`src/rtl/stream_block_capture.sv`:
```
// stream_block_capture: valid/ready stream sink that captures one block of
// len_i words into an internal buffer, readable through a registered
// random-access port. Pulses done_o after the last word of a block and
// err_o when a start request carries an illegal length.
//
// Optional feature macro: STREAM_READER_THROTTLE_EN
//   When defined, a free-running 16-bit LFSR throttles stream_s_ready_o
//   against rate_i. When undefined, rate_i is ignored and the sink is
//   always ready while receiving.
module stream_block_capture #(
    parameter int WIDTH          = 32,
    parameter int MAX_BLOCK_SIZE = 32,
    localparam int LW            = $clog2(MAX_BLOCK_SIZE + 1),
    localparam int AW            = $clog2(MAX_BLOCK_SIZE)
) (
    input  logic             clk,
    input  logic             rst_n,
    input  logic [WIDTH-1:0] stream_s_data_i,
    input  logic             stream_s_valid_i,
    output logic             stream_s_ready_o,
    input  logic             start_i,
    input  logic [LW-1:0]    len_i,
    input  logic [7:0]       rate_i,
    output logic             busy_o,
    output logic             done_o,
    output logic             err_o,
    output logic [LW-1:0]    count_o,
    input  logic [AW-1:0]    rd_addr_i,
    output logic [WIDTH-1:0] rd_data_o
);

    typedef enum logic {
        IDLE = 1'b0,
        RECV = 1'b1
    } state_t;

    state_t            state_q, state_d;
    logic [LW-1:0]     len_q, len_d;
    logic [LW-1:0]     count_q, count_d;
    logic              done_q, done_d;
    logic              err_q, err_d;
    logic [WIDTH-1:0]  rd_data_q, rd_data_d;
    logic              ready;
    logic              hs;

    logic [WIDTH-1:0]  buf_mem [MAX_BLOCK_SIZE];

`ifdef STREAM_READER_THROTTLE_EN
    logic [15:0]       lfsr_q, lfsr_d;

    // Free-running Fibonacci LFSR (taps 16,14,13,11) used as the throttle dice
    always_comb begin
        lfsr_d = {lfsr_q[14:0], lfsr_q[15] ^ lfsr_q[13] ^ lfsr_q[12] ^ lfsr_q[10]};
    end

    // LFSR register, reseeded on reset so throttling patterns are repeatable
    always_ff @(posedge clk) begin
        if (!rst_n) begin
            lfsr_q <= 16'hACE1;
        end else begin
            lfsr_q <= lfsr_d;
        end
    end

    // Ready only while receiving and the LFSR low byte clears the threshold
    always_comb begin
        ready = (state_q == RECV) && (lfsr_q[7:0] >= rate_i);
    end
`else
    logic              unused_rate;

    assign unused_rate = ^rate_i;

    // Ready purely from registered state; never looks at valid
    always_comb begin
        ready = (state_q == RECV);
    end
`endif

    assign hs = ready && stream_s_valid_i;

    // Next-state logic: accept/reject starts, count handshakes, end of block
    always_comb begin
        state_d = state_q;
        len_d   = len_q;
        count_d = count_q;
        done_d  = 1'b0;
        err_d   = 1'b0;
        case (state_q)
            IDLE: begin
                if (start_i) begin
                    if ((len_i != '0) && (len_i <= LW'(MAX_BLOCK_SIZE))) begin
                        state_d = RECV;
                        len_d   = len_i;
                        count_d = '0;
                    end else begin
                        err_d = 1'b1;
                    end
                end
            end
            RECV: begin
                // start_i is deliberately ignored here
                if (hs) begin
                    count_d = count_q + LW'(1);
                    if (count_d == len_q) begin
                        state_d = IDLE;
                        done_d  = 1'b1;
                    end
                end
            end
            default: begin
                state_d = IDLE;
            end
        endcase
    end

    // Control registers; a mid-block reset abandons the block
    always_ff @(posedge clk) begin
        if (!rst_n) begin
            state_q <= IDLE;
            len_q   <= '0;
            count_q <= '0;
            done_q  <= 1'b0;
            err_q   <= 1'b0;
        end else begin
            state_q <= state_d;
            len_q   <= len_d;
            count_q <= count_d;
            done_q  <= done_d;
            err_q   <= err_d;
        end
    end

    // Buffer write: word i of the block lands at address i; RAM is never cleared
    always_ff @(posedge clk) begin
        if (hs) begin
            buf_mem[count_q[AW-1:0]] <= stream_s_data_i;
        end
    end

    // Read port combinational lookup; old data is seen on a same-edge write
    always_comb begin
        rd_data_d = buf_mem[rd_addr_i];
    end

    // Registered read data
    always_ff @(posedge clk) begin
        if (!rst_n) begin
            rd_data_q <= '0;
        end else begin
            rd_data_q <= rd_data_d;
        end
    end

    assign stream_s_ready_o = ready;
    assign busy_o           = (state_q == RECV);
    assign done_o           = done_q;
    assign err_o            = err_q;
    assign count_o          = count_q;
    assign rd_data_o        = rd_data_q;

endmodule

```
`config.mk`:
```
export PLATFORM = sky130hd
export DESIGN_NAME = stream_block_capture
export DESIGN_NICKNAME = d
export VERILOG_FILES = /design/src/rtl/stream_block_capture.sv
export SDC_FILE = /design/constraint.sdc
export NUM_CORES = 1
export LEC_CHECK = 0
export BUFFER_PORTS_ARGS = -buffer_cell sky130_fd_sc_hd__buf_2
export CORE_ASPECT_RATIO = 1.1
export CORE_MARGIN = 2
export CORE_UTILIZATION = 63
export DETAILED_ROUTE_END_ITERATION = 8
export GPL_ROUTABILITY_DRIVEN = 0
export PLACE_DENSITY = 0.85
export REMOVE_ABC_BUFFERS = 1
export SYNTH_ARGS = -nofsm -noshare
export SYNTH_HDL_FRONTEND = slang
export SYNTH_SLANG_ARGS = --single-unit
```
`constraint.sdc`:
```
create_clock -name clk -period 4.3 [get_ports clk]
set_input_delay 0.645 -clock clk [delete_from_list [all_inputs] [get_ports clk]]
set_output_delay 0.645 -clock clk [all_outputs]
set_load 0.02 [all_outputs]
```
==> out/results.ini, run 1 <==
[worst_setup_path]
slowest_stage=sky130_fd_sc_hd__nor2_4
worstReg2RegStart=busy_o
crit_path_max_incr_delay_ps=820
worstPathRequired_ps=4650
timing.critical_path.from_type=flip-flop
worst-path-max-fanout=15
arrival_ps=3340
crit_type=flip-flop to flip-flop
chain_of_cells_forming_the_critical_path=and2_1 > nand2_1 > nor2_4 > buf_4
crit_start=busy_o
worst_path_dominant_cell_family=simple AND/OR/NAND/NOR gates
cp-end-kind=flip-flop
path_buf_inv=1

[routing]
num_vias=20618
drtPass1Iterations=8
wl_mm=103
post-route-drc-count=0
drt_iter0_markers=3374
post_drt_wl_per_cell_um=35.9
post_drt_via_cell_ratio=7.17
ant_nets=0

[global_route]
globalRouteOverflowTotal=0
grt_max_degree=70
groute.usage.overall=0.322
grt_antenna_before_repair=2
grt_pass1_vias=21509
grt_first_pass_wirelength_mm=149

[synthesis]
post-synth-top-area-cell=sky130_fd_sc_hd__edfxtp_1
synthCells=1796
synth.avg_cell_area_um2=22.5
synthesis.yosys.warnings=0
synth_sequential_area_ratio=0.786
ys.flop_type=sky130_fd_sc_hd__edfxtp_1
ys_top_cells_by_area=sky130_fd_sc_hd__edfxtp_1 (76%), sky130_fd_sc_hd__mux4_2 (14%), sky130_fd_sc_hd__dfxtp_1 (2.3%), sky130_fd_sc_hd__a22oi_1 (1.2%), sky130_fd_sc_hd__mux2i_1 (0.92%)
post_synth_instance_area_um2=40300
synthDominantCellAreaShare=0.762
synth_cell_types=45
synth_enable_flop_cells=1024
postSynthRegisterBits=1071
postSynth.asyncResetShare=0

[layout]
area.sequential_um2=31700
fillers=3251
finished_cell_area_um2=45600
final_layout_size_suffix_gt1_frac=0.297
multiInputGateArea_um2=8470
finalNetCount=2010
layout_area_growth_over_synthesis_pct=13.0

[worst_hold_path]
worstHoldStart=start_i
path_category_of_the_worst_min_delay_check=primary input to flip-flop

[placement]
port_buffers=88
detailed_place.area_um2=42300
dp_hpwl_mm=50.5

[timing]
rsz0062_at_grt=false
hold_fails_final_rpt=0
post-route-min-period_ps=3000
finalCritPeriodShare=0.697
timing.final.setup_violations=0
fin_skew_ps=25.7
max_freq_mhz=334
fin_setup_tns_ps=0
worst_slew_margin_rel=0.366
slew_violations=0
worstMarginPinSlew_ps=950

[cts]
cts_root_buffer=sky130_fd_sc_hd__clkbuf_16
number_of_h_tree_levels=3
cts-buffers-inserted=99
max-clock-path-buffers=3
cts_repair_resize_count=0
tritoncts_clock_tree=built
holdBufCountCts=0
insertion_delay_ps=680
cts_sinks=1071
post_cts.repair.setup_buffers=0
cts.reportedPaths.clkPinSlew_ps=60

[floorplan]
die_x_um=245
fp.dieArea_um2=66100
core_um2=63500
dieHeight_um=269
floorplan.initialDensity=0.635
num_rows=97
io_pins=97

[pwr]
vdd_ir_drop_max_uv=366
finalPower_mw=21.3
leakagePower_nw=14.4
power_density_nw_per_um2=467

[outcome]
run_status=finished, final reports clean

[flow_run]
maxCapViolCount=0

==> cell usage in the layout (no fill, tap or decap), drive strengths merged, types with 3 or more instances in the layout <==
master,netlist,final
nand2,38,38
nor2b,10,10
edfxtp,1024,1024
dfxtp,47,47
ha,4,4
and3,8,8
clkinv,0,40
nor3,5,5
o21ai,7,7
clkbuf,38,134
buf,60,151
a31oi,24,24
nand4,25,25
inv,4,8
nand3,6,6
a22oi,64,64
nor2,40,40
mux2i,37,37
xnor2,4,4
nand3b,4,4
nand2b,49,49
a211oi,8,8
mux4,256,256
xor2,3,3
o221ai,9,9
and2,5,5
bufinv,0,7
==> stage by stage <==
step	cells	hold WS (ps)	setup WS (ps)	utilization
after CTS	2876	227	1350	0.718
after global routing	2877	257	1190	0.718
after global placement	2691	503	1230	0.667
after detailed placement	2691	537	1130	0.667
after floorplan	1698	479	1270	-
final	2877	247	1300	0.718
==> power by group <==
group | switching (mW) | internal [mW] | leakage [nW]
registers | 0.0209 | 11.5 | 9.59
logic | 0.593 | 0.347 | 3.20
clock network | 3.92 | 4.96 | 1.61
total | 4.53 | 16.8 | 14.4
==> routing by layer <==
metal  GRT usage  wire length (µm)  up-vias  share of wire
li1            -                 -     7897              -
met1       0.424             34000    10572           0.33
met2       0.512             51200     1819           0.50
met3      0.0810             13100      326           0.13
met4       0.147              4900        4          0.047
met5      0.0103               103        -         0.0010
==> cells by family after synthesis <==
logic type               count (synthesis)  synth area share
multiplexers                           293             0.152
AO/OA/AOI/OAI                          122            0.0221
flip-flops                            1071             0.786
AND/OR/NAND/NOR                        197            0.0262
XOR/XNOR                                 7           0.00152
adder cells (fa/ha/maj)                  4           0.00124
buffers and inverters                  102            0.0112
==> synthesized netlist by cell type, types with 9 or more instances <==
cell type                  count
sky130_fd_sc_hd__buf_1        16
sky130_fd_sc_hd__clkbuf_1     38
sky130_fd_sc_hd__a31oi_1      24
sky130_fd_sc_hd__mux2i_1      37
sky130_fd_sc_hd__mux4_2      256
sky130_fd_sc_hd__nor2_1       40
sky130_fd_sc_hd__o221ai_1      9
sky130_fd_sc_hd__nand2_1      38
sky130_fd_sc_hd__a22oi_1      64
sky130_fd_sc_hd__nand4_1      25
sky130_fd_sc_hd__edfxtp_1   1024
sky130_fd_sc_hd__nor2b_1      10
sky130_fd_sc_hd__buf_2        39
sky130_fd_sc_hd__nand2b_1     49
sky130_fd_sc_hd__dfxtp_1      47
==> state kept, by name, indices dropped and copies added (netlist names) <==
| name | count |
|---|---|
| buf_mem | 1024 |
| rd_data_o | 32 |
| count_o | 6 |
| len_q | 6 |
| busy_o | 1 |
| done_o | 1 |
| err_o | 1 |
==> final timing paths <==
check        slack [ps]              end  cells past startpoint
min reg2reg         550         len_q[1]                      2
max reg2reg        1300  buf_mem[15][23]                      4
max                1300  buf_mem[15][23]                      4
min                 250            err_o                      2
==> final cells by class <==
type                       instances  share of cell area
multi-input combinational        623               0.186
clock buffer                     133              0.0608
tap                              841              0.0231
clock inverter                    52              0.0104
inverter                           4            0.000329
antenna                            1           0.0000549
sequential                      1071               0.695
timing repair buffer             152              0.0241
Note: power is estimated with default switching activity, not from simulation.
==> run 2, diff against run 1 <==
--- a/config.mk
+++ b/config.mk
@@ -8,10 +8,10 @@
 export BUFFER_PORTS_ARGS = -buffer_cell sky130_fd_sc_hd__buf_2
 export CORE_ASPECT_RATIO = 1.1
 export CORE_MARGIN = 2
-export CORE_UTILIZATION = 63
+export CORE_UTILIZATION = 56
 export DETAILED_ROUTE_END_ITERATION = 8
 export GPL_ROUTABILITY_DRIVEN = 0
-export PLACE_DENSITY = 0.85
+export PLACE_DENSITY = 0.8
 export REMOVE_ABC_BUFFERS = 1
 export SYNTH_ARGS = -nofsm -noshare
 export SYNTH_HDL_FRONTEND = slang
==> constraint.sdc (replaced) <==
create_clock -name clk -period 2.7 [get_ports clk]
set_input_delay 0.405 -clock clk [delete_from_list [all_inputs] [get_ports clk]]
set_output_delay 0.405 -clock clk [all_outputs]
set_load 0.02 [all_outputs]
==> run 2 against run 1 <==
Compared with the run above: combinational power is 63% higher; clock power is 61% higher; clock skew increased by 28 ps; first-iteration DRC count shrank 21%; setup slack got worse by 950 ps; power grew 60%; die area increased by 12%; cell count up 5.5%; register-to-register slack worse by 950 ps; critical endpoint is now buf_mem[31][10]; largest power group unchanged.
==> out/results.ini, run 2 (synthesis gave the netlist of run 1 again) <==
[cts]
post_cts.repair.setup_buffers=0
tritoncts_clock_tree=built
cts_repair_resize_count=0
cts-buffers-inserted=97
number_of_h_tree_levels=3
cts_sinks=1071
cts_root_buffer=sky130_fd_sc_hd__clkbuf_16
cts.reportedPaths.clkPinSlew_ps=60
max-clock-path-buffers=3
holdBufCountCts=3
insertion_delay_ps=690

[timing]
timing.final.setup_violations=0
post-route-min-period_ps=2350
worst_slew_margin_rel=0.470
rsz0062_at_grt=false
worstMarginPinSlew_ps=791
fin_skew_ps=53.6
max_freq_mhz=426
finalCritPeriodShare=0.869
slew_violations=0
hold_fails_final_rpt=0

[worst_hold_path]
worstHoldStart=len_i[3]
path_category_of_the_worst_min_delay_check=primary input to flip-flop
worst_hold_path.endpoint=len_q[3]
min_path_cells=3

[placement]
detailed_place.area_um2=43100
port_buffers=88
dpl.cell_count=2845
dp_hpwl_mm=50.9

[routing]
num_vias=20169
drt_iter0_markers=2655
wl_met1_mm=32.7
post_drt_via_cell_ratio=6.65
wl_mm=97.3
met2_length_mm=50.2
post_drt_wl_per_cell_um=32.1
post-route-drc-count=0
met3RoutedLength_mm=10.7
ant_nets=0
topRoutingLayerUsed=met4
drtPass1Iterations=6

[pwr]
internal_power_mw=27.1
power.net_switching_mw=7.03
combinationalPowerShare=0.045
vdd_ir_drop_max_uv=597
leakagePower_nw=14.8
finalPower_mw=34.1
power_density_nw_per_um2=734
seqPwrFrac=0.537
netSwitchingFraction=0.206
power_frac_clock=0.419

[layout]
finished_cell_area_um2=46500
mostFrequentLayoutCells=sky130_fd_sc_hd__edfxtp_1 (1024), sky130_fd_sc_hd__mux4_2 (256), sky130_fd_sc_hd__clkbuf_16 (99)
finalNetCount=2061
final_common_cell=sky130_fd_sc_hd__edfxtp_1
post-route-util=0.650
layout_area_growth_over_synthesis_pct=15.2
post_layout_nonfiller_instances=3034
largest_reg_flops=1024
final_layout_size_suffix_gt1_frac=0.311

[worst_setup_path]
reg2regPathDepth=4
worstReg2RegStart=count_o[0]
worstPathRequired_ps=2990
r2r_slack_ps=350
cp-end-kind=flip-flop
crit_type=flip-flop to flip-flop
worst-path-max-fanout=21
timing.critical_path.from_type=flip-flop
regToRegEndpoint=buf_mem[31][10]
arrival_ps=2630

[floorplan]
dieHeight_um=285
floorplan.initialDensity=0.564
num_rows=103
die_x_um=260
fp.dieArea_um2=74200
core_um2=71500
io_pins=97

[global_route]
globalRouteOverflowTotal=0
grt_antenna_before_repair=3
grt_max_degree=43
grt_pass1_vias=21218
groute.usage.overall=0.268
grt_first_pass_wirelength_mm=141

[outcome]
run_status=finished, final reports clean

[flow_run]
maxCapViolCount=0

## run 2: power by group through the flow
stage,clock network (mW),logic [mW],registers [mW]
3_3_place_gp,0,1.43,18.6
2_1_floorplan,0,0.597,18.7
5_1_grt,15.0,1.62,18.3
3_5_place_dp,0,1.49,18.6
4_1_cts,14.4,1.52,18.3
6_report,14.3,1.53,18.3
## run 2: worst max-delay path, cell delays in order, from the launching register on
cell and delay, ps:
sky130_fd_sc_hd__dfxtp_1 460, sky130_fd_sc_hd__ha_1 320, sky130_fd_sc_hd__nand2_1 430, sky130_fd_sc_hd__nor2_4 280
sky130_fd_sc_hd__buf_4 460
## run 2: worst max path at each step
stage | startpoint | end | slack (ps) | cells after the start
finish | count_o[0] | buf_mem[31][10] | 350 | 4
global route | count_o[3] | done_o | 210 | 5
CTS | count_o[0] | buf_mem[31][10] | 370 | 4
detailed placement | rd_addr_i[1] | rd_data_o[17] | 310 | 6
global placement | rd_addr_i[1] | rd_data_o[17] | 320 | 6
floorplan | busy_o | buf_mem[31][0] | -330 | 3
## run 2: final cells by class
cell class | count | area (µm²)
Inverter | 4 | 15.0
Clock inverter | 50 | 634
Timing Repair Buffer | 205 | 1780
Sequential cell | 1071 | 31700
Clock buffer | 133 | 2700
Antenna cell | 3 | 7.51
Multi-Input combinational cell | 623 | 8470
Tap cell | 945 | 1180
Fill cell | 4309 | 25100
## run 2: stage by stage
stage	worst slack (ps)	TNS [ps]	hold slack [ps]
6_report	355	0	25.2
5_1_grt	213	0	56.2
4_1_cts	365	0	2.65
3_5_place_dp	309	0	532
3_3_place_gp	320	0	493
2_1_floorplan	-329	-320730	479
## run 2: layer usage
metal  GRT usage  vias up
li1            -     7999
met1       0.342    10409
met2       0.450     1500
met3      0.0584      261
met4       0.110        0
met5           0        -
==> run 3, diff against run 2 <==
--- a/config.mk
+++ b/config.mk
@@ -5,7 +5,7 @@
 export SDC_FILE = /design/constraint.sdc
 export NUM_CORES = 1
 export LEC_CHECK = 0
-export BUFFER_PORTS_ARGS = -buffer_cell sky130_fd_sc_hd__buf_2
+export BUFFER_PORTS_ARGS = -buffer_cell sky130_fd_sc_hd__clkbuf_2
 export CORE_ASPECT_RATIO = 1.1
 export CORE_MARGIN = 2
 export CORE_UTILIZATION = 56
==> run 3 against run 2 <==
Compared with the run above: sequential power about the same; critical path depth down 1; hold slack better by 3.6 ps; non-clock buffer count down 16; highest routed layer is now met5.
==> out/results.ini, run 3 (synthesis gave the netlist of run 1 again) <==
[outcome]
run_status=finished, final reports clean

[worst_setup_path]
worst_path_dominant_cell_family=simple AND/OR/NAND/NOR gates
regToRegEndpoint=buf_mem[27][25]
reg2regPathDepth=3
r2r_slack_ps=380
arrival_ps=2620
path_buf_inv=1
crit_type=flip-flop to flip-flop
timing.critical_path.from_type=flip-flop
worst-path-max-fanout=23
cp-end-kind=flip-flop
crit_path_max_incr_delay_ps=690
worstPathRequired_ps=3000
slowest_stage=sky130_fd_sc_hd__dfxtp_1
chain_of_cells_forming_the_critical_path=nand3b_1 > nor2_4 > buf_4
worstReg2RegStart=count_o[3]

[timing]
finalCritPeriodShare=0.860
rsz0062_at_grt=false
max_freq_mhz=431
fin_skew_ps=28.5
worstMarginPinSlew_ps=851
hold_fails_final_rpt=0
slew_violations=0
worst_slew_margin_rel=0.430
post-route-min-period_ps=2320
timing.final.setup_violations=0
hold_slack_ps=28.8
layout_setup_ws_ps=377

[cts]
tritoncts_clock_tree=built
insertion_delay_ps=680
cts_repair_resize_count=0
cts-buffers-inserted=100
post_cts.repair.setup_buffers=0
cts_root_buffer=sky130_fd_sc_hd__clkbuf_16
max-clock-path-buffers=3
number_of_h_tree_levels=3
cts_sinks=1071
cts.reportedPaths.clkPinSlew_ps=60

[layout]
area.sequential_um2=31700
final_common_cell=sky130_fd_sc_hd__edfxtp_1
multiInputGateArea_um2=8470
layout_area_growth_over_synthesis_pct=15.1
post_layout_nonfiller_instances=3021
final_layout_size_suffix_gt1_frac=0.308
mostFrequentLayoutCells=sky130_fd_sc_hd__edfxtp_1 (1024), sky130_fd_sc_hd__mux4_2 (256), sky130_fd_sc_hd__clkbuf_16 (101)
largest_reg_flops=1024
fillers=4362
post-route-util=0.649
finalNetCount=2048

[routing]
ant_nets=0
post-route-drc-count=0
drt_iter0_markers=2879
wl_mm=97.4
met3RoutedLength_mm=10.6
drtPass1Iterations=6
post_drt_via_cell_ratio=6.67
met2_length_mm=49.5
wl_met1_mm=33.5
post_drt_wl_per_cell_um=32.2
num_vias=20136
topRoutingLayerUsed=met5

[placement]
port_buffers=88
detailedPlace.worstSlack_ps=315
dpl.cell_count=2828
dp_hpwl_mm=49.7

[global_route]
grt_first_pass_wirelength_mm=143
grt_antenna_before_repair=3
grt_pass1_vias=21450
globalRouteOverflowTotal=0
grt_max_degree=55
groute.usage.overall=0.270

[worst_hold_path]
worst_hold_path.endpoint=len_q[1]
worstHoldStart=len_i[1]
path_category_of_the_worst_min_delay_check=primary input to flip-flop
min_path_cells=3

[floorplan]
floorplan.initialDensity=0.564
core_um2=71500
die_x_um=260
num_rows=103
io_pins=97
dieHeight_um=285
fp.dieArea_um2=74200

[flow_run]
maxCapViolCount=0

[pwr]
power_density_nw_per_um2=740
leakagePower_nw=14.7
vdd_ir_drop_max_uv=753

## run 3: final cells by class
cell class,instances,area share
Inverter,4,0.000323
Tap cell,945,0.0255
Multi-Input combinational cell,623,0.183
Antenna cell,2,0.000108
Sequential cell,1071,0.683
Clock inverter,64,0.0164
Clock buffer,123,0.0569
Timing Repair Buffer,189,0.0355
## run 3: worst max path at each step
stage / startpoint / end / slack, ps / cells after the start
floorplan: busy_o / buf_mem[31][0] / -330 / 3
global placement: rd_addr_i[4] / rd_data_o[31] / 360 / 8
detailed placement: rd_addr_i[4] / rd_data_o[31] / 310 / 8
CTS: count_o[3] / buf_mem[27][23] / 400 / 3
global route: count_o[3] / buf_mem[25][4] / 330 / 3
finish: count_o[3] / buf_mem[27][25] / 380 / 3
## run 3: routing by layer
metal | up-vias | global-route usage
met2 | 1432 | 0.447
met1 | 10478 | 0.357
li1 | 7971 | -
met5 | - | 0
met3 | 253 | 0.0521
met4 | 2 | 0.108
## run 3: worst register-to-register path, stage by stage (launching register included)
cell	delay, ps
sky130_fd_sc_hd__dfxtp_1	690
sky130_fd_sc_hd__nand3b_1	520
sky130_fd_sc_hd__nor2_4	260
sky130_fd_sc_hd__buf_4	480
## run 3: timing repair
action                     4_1_cts  5_1_grt
hold endpoints to repair         4        0
hold buffers                     4        0
setup endpoints to repair        0        0
## run 3: report_power, final
part | switching, mW | internal, mW
Combinational | 0.913 | 0.591
Clock | 6.19 | 8.37
Sequential | 0.0398 | 18.3
## run 3: per-stage QoR
step	TNS [ps]	instance area (µm²)	total power, mW
final	0	46400	34.4
after global routing	0	46400	35.1
after CTS	0	46400	34.5
after detailed placement	0	43000	20.1
after global placement	0	43000	20.1
after floorplan	-320730	39900	19.3
